===== src/rtl/axicb_ostd_sched.sv =====
// axicb_ostd_sched: per-ID outstanding request scheduler that holds back a request while the same ID is still outstanding to a different slave
//   aclk/srst          clock, synchronous active-high reset
//   i_valid/i_ready    upstream address handshake, i_id address ID, i_ix one-hot target slave
//   o_valid/o_ready    gated handshake toward the switch
//   c_end/c_id         completion finished and its ID
//   ostd_cnt           total outstanding requests; err sticky completion-without-request error
//   hazard_cnt         tag-mismatch stall cycle counter, present only with AXICB_OSTD_HAZARD_CNT_EN
module axicb_ostd_sched #(
    parameter int AXI_ID_W = 8,
    parameter int SLV_NB = 4,
    parameter int MST_OSTDREQ_NUM = 4,
    parameter int MAX_PER_ID = 2,
    parameter logic [AXI_ID_W-1:0] MST_ID_MASK = 'h00
) (
    input  logic aclk,
    input  logic srst,
    input  logic i_valid,
    output logic i_ready,
    input  logic [AXI_ID_W-1:0] i_id,
    input  logic [SLV_NB-1:0] i_ix,
    output logic o_valid,
    input  logic o_ready,
    input  logic c_end,
    input  logic [AXI_ID_W-1:0] c_id,
    output logic [$clog2(MST_OSTDREQ_NUM+1)-1:0] ostd_cnt,
`ifdef AXICB_OSTD_HAZARD_CNT_EN
    output logic [15:0] hazard_cnt,
`endif
    output logic err
);
    localparam int NB_ID = MST_OSTDREQ_NUM;
    localparam int IDX_W = NB_ID > 1 ? $clog2(NB_ID) : 1;
    localparam int CNT_W = $clog2(MAX_PER_ID + 1);
    localparam int OW = $clog2(MST_OSTDREQ_NUM + 1);
    localparam logic [CNT_W-1:0] CNT_MAX = CNT_W'(MAX_PER_ID);
    localparam logic [OW-1:0] OSTD_MAX = OW'(MST_OSTDREQ_NUM);
    logic [CNT_W-1:0] cnt [NB_ID];
    logic [SLV_NB-1:0] tag [NB_ID];
    logic [AXI_ID_W-1:0] id_um, cid_um;
    logic [IDX_W-1:0] idx, cidx;
    logic ostd_ok, cnt_ok, tag_ok, allow, issue, done, bad;
    logic [NB_ID-1:0] inc, dec;
    assign id_um = i_id ^ MST_ID_MASK;
    assign cid_um = c_id ^ MST_ID_MASK;
    assign idx = id_um[IDX_W-1:0];
    assign cidx = cid_um[IDX_W-1:0];
    // allow only looks at registered state, so a completion never unblocks in its own cycle
    assign ostd_ok = ostd_cnt < OSTD_MAX;
    assign cnt_ok = cnt[idx] < CNT_MAX;
    assign tag_ok = cnt[idx] == '0 || tag[idx] == i_ix;
    assign allow = ostd_ok && cnt_ok && tag_ok;
    assign o_valid = i_valid && allow;
    assign i_ready = o_ready && allow;
    assign issue = i_valid && i_ready;
    assign done = c_end && cnt[cidx] != '0;
    assign bad = c_end && cnt[cidx] == '0;
    always_comb begin
        inc = '0;
        dec = '0;
        for (int i = 0; i < NB_ID; i++) begin
            inc[i] = issue && idx == IDX_W'(i);
            dec[i] = done && cidx == IDX_W'(i);
        end
    end
    always_ff @(posedge aclk) begin
        if (srst) begin
            for (int i = 0; i < NB_ID; i++) begin
                cnt[i] <= '0;
                tag[i] <= '0;
            end
            ostd_cnt <= '0;
            err <= 1'b0;
        end else begin
            for (int i = 0; i < NB_ID; i++) begin
                cnt[i] <= inc[i] == dec[i] ? cnt[i] : inc[i] ? cnt[i] + CNT_W'(1) : cnt[i] - CNT_W'(1);
                tag[i] <= inc[i] ? i_ix : (dec[i] && cnt[i] == CNT_W'(1)) ? '0 : tag[i];
            end
            ostd_cnt <= issue == done ? ostd_cnt : issue ? ostd_cnt + OW'(1) : ostd_cnt - OW'(1);
            err <= err || bad;
        end
    end
`ifdef AXICB_OSTD_HAZARD_CNT_EN
    always_ff @(posedge aclk) begin
        if (srst) hazard_cnt <= '0;
        else if (i_valid && ostd_ok && cnt_ok && !tag_ok && hazard_cnt != 16'hFFFF) hazard_cnt <= hazard_cnt + 16'd1;
    end
`endif
endmodule

===== config.mk =====
export PLATFORM = sky130hd
export DESIGN_NAME = axicb_ostd_sched
export DESIGN_NICKNAME = d
export VERILOG_FILES = /design/src/rtl/axicb_ostd_sched.sv
export SDC_FILE = /design/constraint.sdc
export NUM_CORES = 1
export LEC_CHECK = 0
export CAP_MARGIN = 20
export CORE_MARGIN = 2
export CORE_UTILIZATION = 57
export CTS_CLUSTER_DIAMETER = 80
export DETAILED_ROUTE_END_ITERATION = 7
export PLACE_DENSITY = 0.85
export SLEW_MARGIN = 20
export SYNTH_ARGS = -nofsm -noshare
export SYNTH_HDL_FRONTEND = slang
export SYNTH_SLANG_ARGS = --single-unit
export TNS_END_PERCENT = 20

===== constraint.sdc =====
create_clock -name aclk -period 6.2 [get_ports aclk]
set_clock_uncertainty 0.1 [all_clocks]
set_input_delay 0.93 -clock aclk [delete_from_list [all_inputs] [get_ports aclk]]
set_output_delay 0.93 -clock aclk [all_outputs]
set_load 0.02 [all_outputs]

==> flow_metrics.py <==
metrics = {
    "global_routing": {
        "grt_pass1_wl_um": 6870,
        "track_usage_pct": 25.8,
        "gr-total-overflow": 0,
        "grt_pass1_vias": 1455,
        "antenna_found_initial": 0,
        "grt_max_degree": 25,
    },
    "place": {
        "io_buffer_count": 18,
        "hpwl_um": 3080,
        "dp_cells": 236,
        "gp_congestion": 0.833,
    },
    "cells_and_area": {
        "fillers": 251,
        "fin_cells": 240,
        "diodes": 0,
        "areaGrowthSynthToFinish_pct": 13.1,
        "drive_gt1_share_pct": 10.2,
        "nets": 227,
    },
    "drt": {
        "drc_errors": 0,
        "routed_wl_um": 4140,
        "drt-initial-drc-count": 110,
        "via_per_inst": 6.30,
        "drtPass1Iterations": 4,
        "wl_per_cell_um": 17.3,
        "ant_nets": 0,
        "vias": 1513,
    },
    "worst_setup_path": {
        "cpMostUsedCell": "clkdlybuf4s50_1",
        "critPathSlowestCell": "clkdlybuf4s50_1",
        "path_class": "in -> out",
        "critPathBufInv": 2,
        "startpoint_type": "primary input",
        "path_delay_family": "buffers and inverters",
        "crit_arrival_ps": 3960,
        "worstSetupEndpointType": "primary output",
        "worstPathCellList": "clkdlybuf4s50_1 > mux4_2 > xor2_1 > o41a_1 > nor3_1 > clkdlybuf4s50_1",
        "max_stage_delay_ps": 810,
        "r2r_slack_ps": 3090,
        "crit_fanout": 11,
        "crit_required_ps": 5170,
    },
    "power": {
        "ir_drop_v": 0.000129,
        "p_leak_uw": 0.000710,
        "cellPowerDensity_mw_per_mm2": 215,
    },
    "sta": {
        "max_clock_freq_mhz": 200,
        "finalHoldViolCount": 0,
        "finalSetupViolCount": 0,
        "slew_headroom_pct": 43.2,
        "final.period_utilization_pct": 80.5,
        "holdWs_ps": 386,
        "rsz0062_at_grt": "false",
        "period_minus_slack_ps": 4990,
        "drv_slew": 0,
        "setup_tns_ps": 0,
        "tightest_slew_ps": 850,
    },
    "floorplanning": {
        "initial_core_util_pct": 59.6,
        "placementRows": 20,
        "fp.dieW_um": 60.5,
        "dieArea_mm2": 0.00366,
        "die_h_um": 60.5,
        "ios": 31,
        "design.core.area_mm2": 0.00305,
    },
    "yosys": {
        "synth.most_common_cell": "nor2_1",
        "synth_area_leaders": "edfxtp_1, dfxtp_1, mux4_2, nor2_1, a21oi_1",
        "yosysUniqueCellTypes": 42,
        "syn_inst": 182,
        "ys_warn_count": 0,
        "synth_nets": 212,
        "synth-seq-cells": 28,
        "synth_top_area_cell": "edfxtp_1",
        "synth-seq-area-share_pct": 39.6,
        "synth_ff_type": "edfxtp_1",
        "synth_edf_count": 16,
        "avgSynthCellArea_um2": 10.0,
        "synth_top_area_share_pct": 26.4,
        "netlist_area_mm2": 0.00182,
        "synthTopCellsByCount": "nor2_1, edfxtp_1, a21oi_1",
        "async_reset_ff_share_pct": 0,
    },
    "clock_network": {
        "htree_levels": 1,
        "path_clk_slew_ps": 140,
        "root_buffer": "clkbuf_4",
        "tritoncts": "built",
        "clock_sinks": 28,
        "numCtsBuffers": 3,
        "clock_path_buffers": 2,
        "clock_latency_ps": 350,
        "cts_resized": 0,
        "holdBufCountCts": 0,
        "postCtsSetupBuffers": 0,
    },
    "run": {
        "cap_viol_max_count": 0,
    },
    "outcome": {
        "status": "complete, no violations",
    },
    "worst_hold_path": {
        "min_path_type": "reg -> reg",
    },
}
-- kinds of logic (layout without fill, tap and decap cells) --
family	Yosys count	count (layout)	synth area share (%)
AOI/OAI and AO/OA	33	33	12.4
xor gates and xnor gates	8	8	3.85
buffers and inverters	18	32	5.02
muxes	8	8	9.28
adders and majority gates	5	5	3.85
DFF	28	28	39.6
and+or+nand+nor	82	82	26.0
-- per-layer routing --
metal | up-vias | GRT usage (%) | routed length [um]
met5 | - | 0 | 0
met1 | 731 | 33.4 | 1670
met4 | 0 | 10.6 | 63
met2 | 59 | 42.4 | 2130
met3 | 8 | 5.33 | 281
li1 | 715 | - | -
-- worst min-delay path: cells and delay by family (launching register included) --
kind | cells | cell delay (ps)
AO/OA/AOI/OAI | 1 | 40
AND/OR/NAND/NOR | 1 | 70
flip-flops | 1 | 360
-- path summary, 6_finish.rpt --
check / cells past startpoint / startpoint / endpoint
max: 6 / i_id[0] / i_ready
min: 2 / err / err
max reg2reg: 9 / tag[3][1] / ostd_cnt[2]
min reg2reg: 2 / err / err
-- sequential cells by signal (all words and copies together) (netlist names) --
register  cells
ostd_cnt      3
tag          16
cnt           8
err           1
-- stage by stage --
stage / power, uW / setup WS (ps) / util [%] / area, um^2
2_1_floorplan: 288 / 2280 / - / 1820
3_3_place_gp: 317 / 1190 / 65.7 / 2010
3_5_place_dp: 322 / 1200 / 65.7 / 2010
4_1_cts: 442 / 1190 / 67.4 / 2060
5_1_grt: 462 / 1060 / 67.4 / 2060
6_report: 442 / 1210 / 67.4 / 2060
-- where the power goes --
| part | switching (uW) | internal [uW] | total (uW) |
|---|---|---|---|
| sequential | 8.15 | 207 | 215 |
| combinational | 59.1 | 44.4 | 103 |
| clock | 57.7 | 65.5 | 123 |
-- layout by cell type, fill, tap and decap left out, drive strengths merged, types with 7 or more instances in the layout --
master	instances
clkdlybuf4s50	18
edfxtp	16
nand2b	8
mux4	7
nand4	9
nand2	8
nor4	7
nor2	24
a21oi	13
dfxtp	12
inv	9
-- area by class of cell --
type                    count  area, um^2  share of cell area (%)
clock inverters             1        30.0                    1.46
inverters                   9        33.8                    1.64
multi-input cells         136        1010                    49.0
well taps                  44        55.1                    2.67
repair buffers             19         188                    9.12
flip-flops and latches     28         721                    35.0
clock buffers               3        22.5                    1.09
No activity file was read; power rests on OpenSTA's default activity.
